--- src/rtl/rvc_asap_mem_loader.sv ---
// Byte-stream boot loader for rvc_asap: parses {ADDR, LEN, data} frames into the
// shared memory write port, then hands that port to the core until LdStart.
module rvc_asap_mem_loader #(
    parameter logic [31:0] MEM_MSB = 32'h0000_FFFF
) (
    input  logic        Clock,
    input  logic        Rst,
    input  logic        LdValid,
    input  logic [7:0]  LdData,
    output logic        LdReady,
    input  logic        LdStart,
    input  logic        CoreWrEn,
    input  logic [31:0] CoreWrAddr,
    input  logic [7:0]  CoreWrData,
    output logic        MemWrEn,
    output logic [31:0] MemWrAddr,
    output logic [7:0]  MemWrData,
    output logic        CoreRst,
    output logic        LdDone,
    output logic        LdErr
);

    typedef enum logic [1:0] {HDR, DATA, RUN, ERR} state_t;

    state_t      state, next_state;
    logic [2:0]  hdr_cnt;
    logic [31:0] addr;
    logic [31:0] len;
    logic        wr_en_q;
    logic [31:0] wr_addr_q;
    logic [7:0]  wr_data_q;
    logic        core_rst_q;

    logic        xfer;
    logic [31:0] len_full;
    logic [32:0] last_byte;
    logic        in_range;

    assign LdReady  = (state == HDR) || (state == DATA);
    assign xfer     = LdValid && LdReady;

    // Header fields arrive LSB first, so each byte shifts in from the top.
    assign len_full  = {LdData, len[31:8]};
    assign last_byte = {1'b0, addr} + {1'b0, len_full} - 33'd1;
    assign in_range  = (last_byte <= {1'b0, MEM_MSB});

    // NOTE: next_state gets its hold value before the case so no path leaves it unassigned (no latch).
    always_comb begin
        next_state = state;
        case (state)
            HDR: begin
                if (xfer && hdr_cnt == 3'd7) begin
                    if (len_full == 32'd0) next_state = RUN;
                    else if (in_range)     next_state = DATA;
                    else                   next_state = ERR;
                end
            end
            DATA:    if (xfer && len == 32'd1) next_state = HDR;
            RUN:     if (LdStart) next_state = HDR;
            ERR:     if (LdStart) next_state = HDR;
            default: next_state = HDR;
        endcase
    end

    // NOTE: state registers use non-blocking assignments so every flop samples pre-edge values.
    always_ff @(posedge Clock or negedge Rst) begin
        if (!Rst) state <= HDR;
        else      state <= next_state;
    end

    always_ff @(posedge Clock or negedge Rst) begin
        if (!Rst) begin
            hdr_cnt    <= 3'd0;
            addr       <= 32'd0;
            len        <= 32'd0;
            wr_en_q    <= 1'b0;
            wr_addr_q  <= 32'd0;
            wr_data_q  <= 8'd0;
            core_rst_q <= 1'b1;
        end else begin
            wr_en_q    <= 1'b0;
            // Release the core one cycle after entering RUN; re-assert as soon as RUN is left.
            core_rst_q <= (state != RUN) || (next_state != RUN);
            case (state)
                HDR: begin
                    if (xfer) begin
                        hdr_cnt <= hdr_cnt + 3'd1;
                        if (!hdr_cnt[2]) addr <= {LdData, addr[31:8]};
                        else             len  <= len_full;
                    end
                end
                DATA: begin
                    if (xfer) begin
                        wr_en_q   <= 1'b1;
                        wr_addr_q <= addr;
                        wr_data_q <= LdData;
                        addr      <= addr + 32'd1;
                        len       <= len - 32'd1;
                    end
                end
                RUN, ERR: begin
                    if (LdStart) begin
                        hdr_cnt <= 3'd0;
                        addr    <= 32'd0;
                        len     <= 32'd0;
                    end
                end
                default: ;
            endcase
        end
    end

    // The core owns the write port only in RUN; the final loader write may land in HDR.
    assign MemWrEn   = (state == RUN) ? CoreWrEn   : wr_en_q;
    assign MemWrAddr = (state == RUN) ? CoreWrAddr : wr_addr_q;
    assign MemWrData = (state == RUN) ? CoreWrData : wr_data_q;

    assign CoreRst = core_rst_q;
    assign LdDone  = (state == RUN);
    assign LdErr   = (state == ERR);

endmodule
--- config.mk ---
export PLATFORM = sky130hd
export DESIGN_NAME = rvc_asap_mem_loader
export DESIGN_NICKNAME = d
export VERILOG_FILES = /design/src/rtl/rvc_asap_mem_loader.sv
export SDC_FILE = /design/constraint.sdc
export NUM_CORES = 1
export LEC_CHECK = 0
export BUFFER_PORTS_ARGS = -buffer_cell sky130_fd_sc_hd__clkbuf_2
export CORE_MARGIN = 8
export CORE_UTILIZATION = 60
export CTS_CLUSTER_DIAMETER = 60
export DETAILED_ROUTE_END_ITERATION = 16
export PLACE_DENSITY_LB_ADDON = 0.2
export SYNTH_ARGS = -nofsm -noshare
export SYNTH_HDL_FRONTEND = slang
export SYNTH_SLANG_ARGS = --single-unit
--- constraint.sdc ---
create_clock -name Clock -period 4.85 [get_ports Clock]
set_input_delay 0.2425 -clock Clock [delete_from_list [all_inputs] [get_ports Clock]]
set_output_delay 0.2425 -clock Clock [all_outputs]
set_load 0.05 [all_outputs]
Yosys cells after proc, flatten, opt, wreduce, memory -nomap -nowiden. Cells that the tools add are included.

Add/subtract/negate cells: 5. Magnitude comparators: 1. Equality and inequality tests: 12. Multiplexer cells: 23. Reductions and logical operators: 13.

Operators with widths (number): two-way mux 32 bit (8); case mux 32 bit (3 select lines) (2); adder 32 x 32 -> 33 bit (1); <= comparator 33 x 16 -> 1 bit, second input constant (1); subtractor 33 x 1 -> 33 bit, second input constant (1); adder 32 x 1 -> 32 bit, second input constant (1); == test 32 x 1 -> 1 bit, second input constant (1); zero test 32 bit (1); subtractor 32 x 1 -> 32 bit, second input constant (1); != test 2 bit, second input constant (6); two-way mux 2 bit (5); two-way mux 8 bit (1); AND reduction 4 bit (2); two-way mux 3 bit (2); case mux 2 bit (3 select lines) (1); case mux 3 bit (2 select lines) (1); == test 2 bit, second input constant (2); adder 3 x 1 -> 3 bit, second input constant (1); == test 3 bit, second input constant (1); logical AND 1 bit (3); two-way mux 1 bit (3); AND reduction 3 bit (1); == test 2 x 1 -> 1 bit, second input constant (1); zero test 2 bit (1); 5 further kinds (6).

Flip-flop bits (word level): 111. Logic and storage cells: 62.

Longest topological paths before layout.
Depth after elaboration: 9. Depth in mapped cells: 15.

Worst setup path after synthesis. Ideal clock, no wire load.

Path kind: register -> register. From: reg len[9]. To: reg state[1]. Data arrival time: 3.027 ns. Slack: 1.741 ns. Cell stages (with the launch flop): 16. Clock period less this slack: 3.109 ns. Path through: dfrtp_1 -> inv_1 -> ha_1 -> inv_1 -> ha_1 -> inv_1 -> fa_1 -> nor2b_1 -> o211ai_1 -> a311o_1 -> a2111oi_4 -> a211oi_2 -> nor4b_4 -> o41ai_2 -> a211oi_1 -> a31oi_1.

Word-level cells in the longest chain between the ends: 7. Elaborated cells between the ends (all ways): 11. Those cells by class: add/sub (2); order compare (1); eq/ne (1); mux (5); reduce/logical (2).

RTL lines: from (decl) (RTL line 28) `logic [31:0] len;`; from (signal assigned) (RTL line 89) `else len <= len_full;`; from (signal assigned) (RTL line 98) `len <= len - 32'd1;`; adder 32 x 32 -> 33 bit (RTL line 44) `assign last_byte = {1'b0, addr} + {1'b0, len_full} - 33'd1;`; subtractor 33 x 1 -> 33 bit (RTL line 44); <= comparator 33 x 16 -> 1 bit (RTL line 45) `assign in_range = (last_byte <= {1'b0, MEM_MSB});`; two-way mux 2 bit (RTL line 54) `else if (in_range) next_state = DATA;`; two-way mux 2 bit (RTL line 53) `if (len_full == 32'd0) next_state = RUN;`; two-way mux 2 bit (RTL line 52) `if (xfer && hdr_cnt == 3'd7) begin`; case mux 2 bit (3 select lines) * (RTL line 50) `case (state)`; net next_state[1] (RTL line 25) `state_t state, next_state;`; to (signal assigned) (RTL line 68) `else state <= next_state;`; to (decl) (RTL line 25).

The timed path passes the listed nets; every way through them passes the cells marked *. A chain may end at the register's enable or synchronous reset.

Worst setup path after layout. Same ends and word-level chain as after synthesis.

==> results_dict.tcl <==
set metrics [dict create \
    synth.distinct_cells 70 \
    io_buffers 97 \
    grt_pass1_vias 7976 \
    nets 1310 \
    final_max_slew_viol_count 0 \
    final_cell_area_mm2 0.00970 \
    h-tree-depth 3 \
    cp.arrival_ps 3780 \
    maxCapViolCount 0 \
    root_buffer "clkbuf_16" \
    worstPathCellList "inv_1 > ha_1 > inv_1 > ha_1 > inv_1 > fa_1 > nor2b_1 > o211ai_1 > a311o_1 > a2111oi_4 > a211oi_2 > nor4b_4 > o41ai_2 > a211oi_1 > a31oi_1" \
    synth_top_area_frac 0.313 \
    cts_tree "done" \
    fin_util 0.672 \
    postPlaceCellArea_mm2 0.00939 \
    final.setup.tns_ps 0 \
    dr.first_iter.drc_count 1323 \
    grt_start_max_net_pins 82 \
    layout-drive-gt1-share 0.157 \
    clkTransAtPathRegs_ps 80 \
    clockBufferDepth 2 \
    via_count 8833 \
    synth_most_common_cell "inv_1" \
    synthToLayoutAreaGrowth_pct 10.4 \
    finalCritPeriodShare 0.721 \
    synth_cells 1123 \
    relSlewSlack 0.283 \
    dr.pass1.iters 6 \
    worst_path_max_delay_cell "dfrtp_1" \
    r2r-start "len[9]" \
    cpPeakStageDelay_ps 480 \
    startpoint_type "flip-flop" \
    insertedDiodeCount 0 \
    die_y_um 137 \
    synth.area.top_cells "dfrtp_1, ha_1, o21ai_0" \
    crit_required_ps 5130 \
    min_period_ps 3500 \
    synth_top_area_cell "dfrtp_1" \
    syn_area_per_cell_um2 7.82 \
    post-dp-hpwl_um 20400 \
    end_kind "flip-flop" \
    drt-total-wl_um 27100 \
    dieArea_mm2 0.0188 \
    num_rows 44 \
    clock_latency_ps 360 \
    synth_fp_nets 1245 \
    viasPerCell 6.41 \
    cts.sinks 111 \
    synth-edff-count 0 \
    ys.flop_type "dfrtp_1" \
    pre_cts_ws_ps 1400 \
    antenna_left 0 \
    grt_pass1_wl_um 42800 \
    async_flop_share 1.00 \
    ys_seq_area_frac 0.316 \
    ff2ff_setup_slack_ps 1350 \
    gp_congestion 1.05 \
    post_cts.repair.setup_buffers 0 \
    netlist_area_mm2 0.00879 \
    ctsHoldBuffers 0 \
    status "completed" \
    numCtsBuffers 9 \
    antenna_found_initial 0 \
    coreArea_mm2 0.0144 \
    r2r-end "state[1]" \
    die_w_um 137 \
    skew_ps 10.5 \
    netlist_top_cells_count "inv_1, o21ai_0, nand2_1" \
    wl_per_cell_um 19.7 \
    globalRouteTotalUtil 0.290 \
    worst_path_most_repeated_cell "inv_1" \
    ios 98 \
    initial_core_util 0.609 \
    worst_slack_ps 1350 \
    hold_viol 0 \
    grt_overflow 0 \
    ys_warn_count 0 \
    clock.fmax_mhz 286 \
    min_path_type "in -> async" \
    setup_viol_count_final 0 \
    crit_fanout 6 \
    ys_ff_latch 111 \
    worst_slew_pin_slew_ps 1080 \
    rr_worst_depth 15 \
    ctsResizeCount 0 \
    critPathKind "reg -> reg" \
    rsz0062_at_grt "no" \
    drc 0 \
]
flip-flops by register name, indices dropped and copies added, names as in the netlist:
register / flops
hdr_cnt: 3
wr_en_q: 1
state: 2
wr_data_q: 8
len: 32
CoreRst: 1
wr_addr_q: 32
addr: 32
metal layers:
layer  GRT usage  wire length, um  vias up
li1            -                -     4144
met1       0.404            11600     4100
met2       0.437            11800      517
met3      0.0532             2920       72
met4       0.109              828        0
met5           0                0        -
layout by cell type, fill, tap and decap left out, types with 3 or more instances in the layout:
| cell type | instances |
|---|---|
| nor3_1 | 40 |
| mux2_2 | 42 |
| o21ai_2 | 3 |
| nand2_1 | 115 |
| a31oi_1 | 38 |
| o21ai_1 | 11 |
| and3_1 | 14 |
| dfrtp_1 | 109 |
| xor2_1 | 5 |
| mux2i_1 | 7 |
| clkbuf_16 | 9 |
| or3_1 | 7 |
| nand3_1 | 32 |
| or4_1 | 5 |
| nor2b_1 | 6 |
| inv_1 | 138 |
| buf_4 | 16 |
| and2_1 | 4 |
| o31ai_1 | 3 |
| ha_1 | 68 |
| a22oi_1 | 8 |
| nor4_2 | 4 |
| o211ai_1 | 7 |
| a211oi_1 | 6 |
| a32oi_1 | 12 |
| nor2_1 | 60 |
| nand2b_1 | 9 |
| clkbuf_2 | 96 |
| nor4_1 | 10 |
| clkbuf_1 | 4 |
| a21o_1 | 9 |
| o21ai_0 | 135 |
| a21oi_1 | 73 |
| a21boi_0 | 3 |
| nand4_1 | 12 |
| o22ai_1 | 24 |
worst max-delay path: cells and delay by family (launching register included):
family,cells,cell delay [ps]
fa+ha+maj,3,790
flops,1,480
compound gates,7,1670
buf+inv,3,180
simple gates,2,270
per-stage QoR:
step,hold WS [ps],std cells
final,16.6,1377
after global routing,126,1377
after CTS,109,1377
after detailed placement,467,1361
after global placement,459,1361
after floorplan,-53.1,1123
cell families (layout without fill, tap and decap cells):
logic type	Yosys count	in the layout	share of synthesized area
flops	111	111	0.316
compound gates	356	356	0.241
mux	49	49	0.0618
xor+xnor	6	6	0.00598
simple gates	334	334	0.188
buf+inv	198	268	0.0879
fa+ha+maj	69	69	0.0991
layout make-up:
class	count	area, um2
sequential	111	2780
timing repair buffer	112	601
tap	184	230
clock buffer	13	240
clock inverter	3	68.8
inverter	140	526
fill	1242	4720
multi-input combinational	814	5250
worst max path at each step:
| stage | cells past startpoint | slack, ps | to | start |
|---|---|---|---|---|
| 5_1_grt | 15 | 1050 | state[1] | len[8] |
| 4_1_cts | 15 | 1380 | state[1] | len[9] |
| 3_5_place_dp | 15 | 1400 | state[1] | len[9] |
| 2_1_floorplan | 15 | 1740 | state[1] | len[9] |
| 6_report | 15 | 1350 | state[1] | len[9] |
| 3_3_place_gp | 15 | 1470 | state[1] | len[9] |
Power is left out: the tool's default activity adds up to more than one toggle a clock period on the data nets, which glitch-free logic cannot reach.
